## config.mk

```make
export PLATFORM = sky130hd
export DESIGN_NAME = hazard_ctrl
export DESIGN_NICKNAME = d
export VERILOG_FILES = /design/src/rtl/hazard_ctrl.sv
export SDC_FILE = /design/constraint.sdc
export NUM_CORES = 1
export LEC_CHECK = 0
export BUFFER_PORTS_ARGS = -buffer_cell sky130_fd_sc_hd__buf_2
export CAP_MARGIN = 30
export CORE_UTILIZATION = 30
export DETAILED_ROUTE_END_ITERATION = 10
export SLEW_MARGIN = 20
export SYNTH_ARGS = -nofsm -noshare
export SYNTH_HDL_FRONTEND = slang
export SYNTH_SLANG_ARGS = --single-unit
```

## constraint.sdc

```tcl
create_clock -name clk -period 3.42 [get_ports clk]
set_clock_uncertainty 0.05 [all_clocks]
set_input_delay 0.684 -clock clk [delete_from_list [all_inputs] [get_ports clk]]
set_output_delay 0.684 -clock clk [all_outputs]
set_load 0.05 [all_outputs]
```

## src/rtl/hazard_ctrl.sv

```systemverilog
// Pipeline hazard controller: drives freeze/flush of the IF/ID and ID/EX registers from
// load-use/RAW hazards, taken branches and SRAM waits; keeps stall/flush stats and a timeout flag.
module hazard_ctrl #(
    parameter bit FORWARDING = 1'b0,
    parameter int MAX_WAIT   = 255,
    parameter int CNT_W      = 16
) (
    input  logic             clk,
    input  logic             rst,
    input  logic [3:0]       id_src1,
    input  logic [3:0]       id_src2,
    input  logic             id_use_src1,
    input  logic             id_use_src2,
    input  logic             exe_wb_en,
    input  logic             exe_mem_r_en,
    input  logic [3:0]       exe_dest,
    input  logic             exe_b,
    input  logic             mem_wb_en,
    input  logic [3:0]       mem_dest,
    input  logic             mem_req,
    input  logic             mem_ready,
    output logic             pc_freeze,
    output logic             ifid_freeze,
    output logic             ifid_flush,
    output logic             idex_flush,
    output logic             pipe_freeze,
    output logic [CNT_W-1:0] stall_cnt,
    output logic [CNT_W-1:0] flush_cnt,
    output logic             mem_timeout,
    output logic             dbg_state
);
    localparam int WAIT_W = $clog2(MAX_WAIT + 1);
    localparam logic [WAIT_W-1:0] WAIT_MAX = WAIT_W'(MAX_WAIT);

    typedef enum logic {
        ST_RUN  = 1'b0,
        ST_WAIT = 1'b1
    } state_t;

    state_t            state_q, state_d;
    logic [WAIT_W-1:0] wait_cnt_q, wait_cnt_d;
    logic [CNT_W-1:0]  stall_cnt_q, stall_cnt_d;
    logic [CNT_W-1:0]  flush_cnt_q, flush_cnt_d;
    logic              mem_timeout_q, mem_timeout_d;

    logic hazard_src1, hazard_src2, hazard, mem_wait;
    logic stall_act, flush_act;

    // With forwarding only a load in EXE can't be bypassed; otherwise any pending write stalls.
    always_comb begin
        if (FORWARDING) begin
            hazard_src1 = id_use_src1 & exe_mem_r_en & (exe_dest == id_src1);
            hazard_src2 = id_use_src2 & exe_mem_r_en & (exe_dest == id_src2);
        end else begin
            hazard_src1 = id_use_src1 & ((exe_wb_en & (exe_dest == id_src1)) |
                                         (mem_wb_en & (mem_dest == id_src1)));
            hazard_src2 = id_use_src2 & ((exe_wb_en & (exe_dest == id_src2)) |
                                         (mem_wb_en & (mem_dest == id_src2)));
        end
        hazard   = hazard_src1 | hazard_src2;
        mem_wait = mem_req & ~mem_ready;
    end

    always_comb begin
        pc_freeze   = 1'b0;
        ifid_freeze = 1'b0;
        ifid_flush  = 1'b0;
        idex_flush  = 1'b0;
        pipe_freeze = 1'b0;
        stall_act   = 1'b0;
        flush_act   = 1'b0;
        if (!rst) begin
            if (mem_wait) begin
                pipe_freeze = 1'b1;
                pc_freeze   = 1'b1;
                ifid_freeze = 1'b1;
            end else if (exe_b) begin
                ifid_flush = 1'b1;
                idex_flush = 1'b1;
                flush_act  = 1'b1;
            end else if (hazard) begin
                pc_freeze   = 1'b1;
                ifid_freeze = 1'b1;
                idex_flush  = 1'b1;
                stall_act   = 1'b1;
            end
        end
    end

    always_comb begin
        state_d     = state_q;
        wait_cnt_d  = wait_cnt_q;
        stall_cnt_d = stall_cnt_q;
        flush_cnt_d = flush_cnt_q;
        case (state_q)
            ST_RUN: begin
                if (mem_wait) begin
                    state_d    = ST_WAIT;
                    wait_cnt_d = WAIT_W'(1);
                end
            end
            ST_WAIT: begin
                if (mem_ready || !mem_req) begin
                    state_d = ST_RUN;
                end else if (wait_cnt_q != WAIT_MAX) begin
                    wait_cnt_d = wait_cnt_q + WAIT_W'(1);
                end
            end
            default: state_d = ST_RUN;
        endcase
        if (stall_act && (stall_cnt_q != {CNT_W{1'b1}})) stall_cnt_d = stall_cnt_q + CNT_W'(1);
        if (flush_act && (flush_cnt_q != {CNT_W{1'b1}})) flush_cnt_d = flush_cnt_q + CNT_W'(1);
        // Flag rises on the edge where the wait count lands on the limit.
        mem_timeout_d = mem_timeout_q | (wait_cnt_d == WAIT_MAX);
    end

    always_ff @(posedge clk) begin
        if (rst) begin
            state_q       <= ST_RUN;
            wait_cnt_q    <= '0;
            stall_cnt_q   <= '0;
            flush_cnt_q   <= '0;
            mem_timeout_q <= 1'b0;
        end else begin
            state_q       <= state_d;
            wait_cnt_q    <= wait_cnt_d;
            stall_cnt_q   <= stall_cnt_d;
            flush_cnt_q   <= flush_cnt_d;
            mem_timeout_q <= mem_timeout_d;
        end
    end

    assign stall_cnt   = stall_cnt_q;
    assign flush_cnt   = flush_cnt_q;
    assign mem_timeout = mem_timeout_q;
    assign dbg_state   = state_q;
endmodule

```

==> impl_results.md, run 1 <==
* Status: complete, no violations
* Wire per inst at 12.91 µm
* Period utilisation layout at a little under 90%
* Synthesized flop and latch total at 42
* Power Density at 332.3 nW/µm²
* Via/cell ratio at 5.088
* Critical Path RT at 2.69 ns
* Num CTS Buffers at 5
* Post-synth EDFFs at 0
* Commonest non-fill, non-tap cell in the layout: buf_2
* Vias at 2381
* Final ANT Viol Nets at 0
* Unique masters post-synth at 55
* Number of post-CTS setup repair buffers at 0
* TritonRoute pass-1 iters at 4
* Critical Path AT at 2.27 ns
* Clock Sink Count at 42
* Clock slew at reported path FFs at 0.08 ns
* Die Width at 93.54 µm
* Antenna diodes at 0
* Post-Synth Adder-Cell Area at under 10%
* Layout cells sized above 1 at between 20% and 30%
* Post-Syn Area at roughly 2500 µm²
* Crit Path Max Fanout at 3
* Slew HR at 58.68%
* Core area at slightly above 8000 µm²
* Synth Area in Compound Gates at 14.68%
* Initial DRC Count at 116
* Place WS at roughly 0.40 ns
* Start point of the worst hold path: mem_timeout
* RSZ-0062 raised after global routing: no
* CTS Hold Bufs at 0
* Post-Synth Simple-Gate Area at 31.26%
* Initial Util at 30.75%
* Synth area leaders: dfxtp_1 33%, xor2_1 6.3%, nor2_1 5.4%
* H-tree lvl count at 2
* Reg2Reg Launch Point: stall_cnt[0]
* Clock Path Buffers at 2
* Die Area at approximately 8700 µm²
* Fillcell total at 898
* Largest family of logic cells by synthesized area: simple AND/OR/NAND/NOR gates
* Kind of critical path: input port to output pin
* Post-DP HPWL at 4.536 mm
* Top cell type's share of synthesized area at 33.45%
* Worst-Margin Slew at 0.6198 ns
* CP Launch Type: input port
* Port Buffers at 63
* Root Buffer Master: clkbuf_8
* Max-slew violations at 0
* Crit path from: id_src1[3]
* Count of final hold-check violations at 0
* Synth Area in XOR/XNOR at 9.756%
* Synthesized Nets at approximately 330
* Hold Path Class: register to register
* Post-Syn Area per Cell at 8.269 µm²
* Final GP Congestion at about 0.76
* Crit. End Element: output pin
* Later-pin clock latency in the skew report at 0.30 ns
* Drt total wl at 6.040 mm
* Max frequency at 333.4 MHz
* Antenna violations before repair at 0
* Static leakage at roughly 1.2 nW
* Yosys top cell by area: dfxtp_1
* CTS resizes at 0
* Mapped Cells at 304
* Largest net degree at the start of global routing at 39
* Most frequent cells in the layout: 63 x buf_2, 42 x dfxtp_1, 36 x nor2_1
* Post-route setup TNS at 0 ns
* Number of global-route vias before repair at 2121
* Async S/R FF share, synth at 0%
* Register area share after synthesis at 33.45%
* Ys flop type: dfxtp_1
* GRT Total Usage at 14.27%
* Fin nets at 391
* Worst setup margin at about 0.42 ns
* Number of max-cap violations at 0
* Die span in y at 93.54 µm
* First-pass GRT wire length at about 10 mm
* Final setup violation count at 0
* Yosys warning count at 0
* # IOs at 65
* Rows at 33
* GRT Residual Overflow at 0
* Post-synthesis mux area share at 4.430%
* CTS tree: yes
* IR drop worst, VDD at 0.0001630 V
* Min Tclk post-route at 2.999 ns
* Area delta synth->final at 19.76%
* Remaining DRCs at 0
through the flow:
stage / power, mW / util [%] / hold WS, ns / area, µm² / cells
6_report: 1.000 / 36.82 / 0.4468 / 3010 / 468
5_1_grt: 1.049 / 36.82 / 0.4622 / 3010 / 468
4_1_cts: 1.012 / 36.82 / 0.4500 / 3010 / 468
3_5_place_dp: 0.6230 / 35.52 / 0.4277 / 2904 / 460
3_3_place_gp: 0.6204 / 35.52 / 0.4158 / 2904 / 460
2_1_floorplan: 0.5847 / - / 0.4786 / 2517 / 304
flip-flops by register name (all words and copies together) (netlist names):
register,count
dbg_state,1
flush_cnt,16
mem_timeout,1
stall_cnt,16
wait_cnt_q,8
where the power goes:
group / internal (mW) / switching, mW / total (mW)
registers: 0.492 / 0.00553 / 0.497
logic: 0.0373 / 0.0760 / 0.113
clock network: 0.219 / 0.171 / 0.390
Yosys cell counts (2+ instances only):
| cell type | count |
|---|---|
| dfxtp_1 | 42 |
| nor2_1 | 36 |
| nand2_1 | 19 |
| xor2_1 | 18 |
| nand3_1 | 17 |
| nand4_1 | 16 |
| a21oi_1 | 14 |
| nor3_1 | 11 |
| xnor2_1 | 10 |
| inv_1 | 9 |
| nor2b_1 | 9 |
| and3_1 | 8 |
| clkbuf_1 | 8 |
| o21ai_0 | 8 |
| mux2_2 | 6 |
| o31ai_1 | 5 |
| or3_1 | 4 |
| and2_1 | 3 |
| and4_1 | 3 |
| buf_2 | 3 |
| buf_6 | 3 |
| ha_1 | 3 |
| mux2_1 | 3 |
| nor4_1 | 3 |
| nor4_2 | 3 |
| o211ai_1 | 3 |
| o31a_1 | 3 |
| or4_1 | 3 |
| a41o_1 | 2 |
| nand2b_1 | 2 |
| o21a_1 | 2 |
| o311ai_1 | 2 |
area by class of cell:
type                       instances  area, µm²  area share (%)
multi-input combinational        237       1553           51.58
sequential                        42      840.8           27.93
timing repair buffer              67      345.3           11.47
tap                              105      131.4           4.364
clock buffer                       7      76.32           2.535
inverter                           9      33.78           1.122
clock inverter                     1      30.03          0.9975
logic make-up (layout without fill, tap and decap cells):
logic type | count (synthesis) | count (layout)
and+or+nand+nor | 145 | 145
AOI/OAI and AO/OA | 51 | 51
DFF | 42 | 42
xor gates and xnor gates | 28 | 28
buffers and inverters | 25 | 84
muxes | 10 | 10
adders and majority gates | 3 | 3
final timing paths:
kind	slack [ns]	to	cells after the start
worst max register to register	1.25	stall_cnt[7]	5
worst min-delay path	0.45	mem_timeout	1
worst max-delay path	0.42	ifid_freeze	8
worst min register to register	0.45	mem_timeout	1
worst max-delay path, stage by stage:
cell and delay (ns):
buf_2 0.12, xor2_1 0.16, nor3_1 0.21, nand4_1 0.11, and4_1 0.25, or2_1 0.27, a21oi_2 0.17, buf_2 0.29
per-layer routing:
layer	GRT usage [%]	part of all wire (%)	up-vias
met3	3.252	5.2	4
met1	18.00	48	1095
met2	24.14	46	55
li1	-	-	1227
met5	0	0	-
met4	4.231	1.1	0
No activity file was read; power rests on OpenSTA's default activity.
==> run 2: changes to the inputs <==
==> constraint.sdc (replaced) <==
create_clock -name clk -period 2.6 [get_ports clk]
set_clock_uncertainty 0.05 [all_clocks]
set_input_delay 0.52 -clock clk [delete_from_list [all_inputs] [get_ports clk]]
set_output_delay 0.52 -clock clk [all_outputs]
set_load 0.05 [all_outputs]
==> impl_results.md, run 2 (synthesis gave the netlist of run 1 again) <==
* Status: complete, no violations (unchanged)
* Number of global-route vias before repair at 2179 (was 2121)
* Reg area at 840.8 µm² (unchanged)
* Final GP Congestion at 0.7601 (was 0.7600)
* DP Cell Count at 464 (was 460)
* Wire per inst at 12.88 µm (was 12.91 µm)
* Antenna diodes at 0 (unchanged)
* Initial DRC Count at 97 (was 116)
* # IOs at 65 (unchanged)
* Critical Path RT at 2.03 ns (was 2.69 ns)
* GRT Residual Overflow at 0 (unchanged)
* Die Area at 8749 µm² (unchanged)
* GRT Total Usage at 14.12% (was 14.27%)
* Final setup violation count at 0 (unchanged)
* Largest net degree at the start of global routing at 31 (was 39)
* Drt total wl at 6.078 mm (was 6.040 mm)
* Worst Hold Path EP: mem_timeout (unchanged)
* Reg-to-reg slack, setup at 0.51 ns (was 1.25 ns)
* Num CTS Buffers at 5 (unchanged)
* Max-slew violations at 0 (unchanged)
* Root Buffer Master: clkbuf_8 (unchanged)
* Port Buffers at 63 (unchanged)
* Vias at 2395 (was 2381)
* Slew HR at 56.45% (was 58.68%)
* Via/cell ratio at 5.074 (was 5.088)
* RSZ-0062 raised after global routing: no (unchanged)
* Min Tclk post-route at 2.486 ns
* Worst setup margin at 0.1141 ns (was 0.4206 ns)
* H-tree lvl count at 2 (unchanged)
* Worst Reg-to-Reg Cells at 5 (unchanged)
* Hold depth at 1 (unchanged)
* Start point of the worst hold path: mem_timeout (unchanged)
* Fillcell total at 885 (was 898)
* Kind of critical path: input port to output pin (unchanged)
* Hold Path Class: register to register (unchanged)
* Most frequent cells in the layout: 60 x buf_2, 42 x dfxtp_1, 36 x nor2_1 (was 63 x buf_2, 42 x dfxtp_1, 36 x nor2_1)
* Die span in y at 93.54 µm (unchanged)
* Antenna violations before repair at 0 (unchanged)
* Post-DP HPWL at 4.505 mm (was 4.536 mm)
* Number of post-CTS setup repair buffers at 0 (unchanged)
* Place WS at -0.05228 ns (was 0.4028 ns)
* First-pass GRT wire length at 10.01 mm (was 9.956 mm)
* Commonest non-fill, non-tap cell in the layout: buf_2 (unchanged)
* Max frequency at slightly above 400 MHz
* Final ANT Viol Nets at 0 (unchanged)
* Rows at 33 (unchanged)
* IR drop worst, VDD at 0.0002245 V (was 0.0001630 V)
* Number of max-cap violations at 0 (unchanged)
* Die Width at 93.54 µm (unchanged)
* Crit Path Max Fanout at 2 (was 3)
* Clock Path Buffers at 2 (unchanged)
* Static leakage at 1.216 nW (was 1.192 nW)
* TritonRoute pass-1 iters at 4 (unchanged)
* Area delta synth->final at 21.75% (was 19.76%)
* Area of the multi-input gates at 1569 µm² (was 1553 µm²)
* Crit Reg-Reg Endpoint: stall_cnt[7] (unchanged)
* Fin nets at 395 (was 391)
* Initial Util at 30.75% (unchanged)
* Period utilisation layout at a little over nine tenths
* CP Launch Type: input port (unchanged)
* Worst-Margin Slew at 0.6519 ns (was 0.6198 ns)
* Later-pin clock latency in the skew report at 0.29 ns (was 0.30 ns)
* Design Power at 1.252 mW (was 1.000 mW)
* Crit. End Element: output pin (unchanged)
* Reg2Reg Launch Point: stall_cnt[0] (unchanged)
* Post-route insts no fill at 472 (was 468)
* Layout cells sized above 1 at 26.70% (was 24.79%)
* Clock Sink Count at 42 (unchanged)
* Power Density at 409.0 nW/µm² (was 332.3 nW/µm²)
* Critical Path AT at 1.92 ns (was 2.27 ns)
* CTS tree: yes (unchanged)
* Remaining DRCs at 0 (unchanged)
* Core area at 8175 µm² (unchanged)
* Count of final hold-check violations at 0 (unchanged)
* CTS Hold Bufs at 0 (unchanged)
* Clock slew at reported path FFs at 0.08 ns (about the same)
* Hold WS at 0.4307 ns (was 0.4468 ns)
run 2: per-stage QoR:
| step | util (%) | instance area, µm² | setup TNS [ns] |
|---|---|---|---|
| global route | 37.44 | 3060 | 0 |
| global placement | 36.03 | 2945 | -0.07548 |
| detailed placement | 36.03 | 2945 | -0.1090 |
| floorplan | - | 2529 | -0.2519 |
| finish | 37.44 | 3060 | 0 |
| CTS | 37.17 | 3039 | -0.1125 |
run 2: metal layers:
| layer | part of all wire (%) | vias up | track usage (%) |
|---|---|---|---|
| li1 | - | 1229 | - |
| met1 | 50 | 1115 | 19.16 |
| met2 | 45 | 47 | 22.86 |
| met3 | 3.7 | 4 | 2.602 |
| met4 | 0.84 | 0 | 3.846 |
| met5 | 0 | - | 0 |
run 2: how the worst max path moves through the flow:
stage / start / end / slack [ns] / cells after the start
3_5_place_dp: id_src1[3] / pc_freeze / -0.05 / 8
2_1_floorplan: id_src1[3] / pc_freeze / -0.25 / 9
5_1_grt: id_src1[1] / ifid_freeze / 0.02 / 8
6_report: id_src1[1] / ifid_freeze / 0.11 / 8
4_1_cts: id_src1[3] / pc_freeze / -0.06 / 8
3_3_place_gp: id_src1[3] / ifid_freeze / -0.04 / 8
run 2: report_power, final:
part	switching (mW)	leakage (nW)	internal, mW
Sequential	0.00721	0.339	0.647
Combinational	0.102	0.830	0.0576
Clock	0.224	0.0482	0.215
Total	0.333	1.22	0.919
run 2: layout make-up:
class	instances	share of cell area (%)
Sequential cell	42	27.47
Tap cell	105	4.293
Multi-Input combinational cell	237	51.27
Clock buffer	7	2.821
Timing Repair Buffer	71	12.88
Clock inverter	1	0.1635
Inverter	9	1.104
run 2: critical path, stage by stage:
cell and delay, ns:
buf_2 0.12, xor2_1 0.15, nor3_1 0.20, nand4_1 0.12, and4_4 0.21, or2_4 0.24, a21oi_4 0.17, buf_6 0.18
run 2: timing repair:
action / in CTS / in global routing
endpoints found under the setup margin: 3 / 3
gates cloned: 0 / 0
pin swaps: 0 / 2
gates resized for setup: 1 / 9
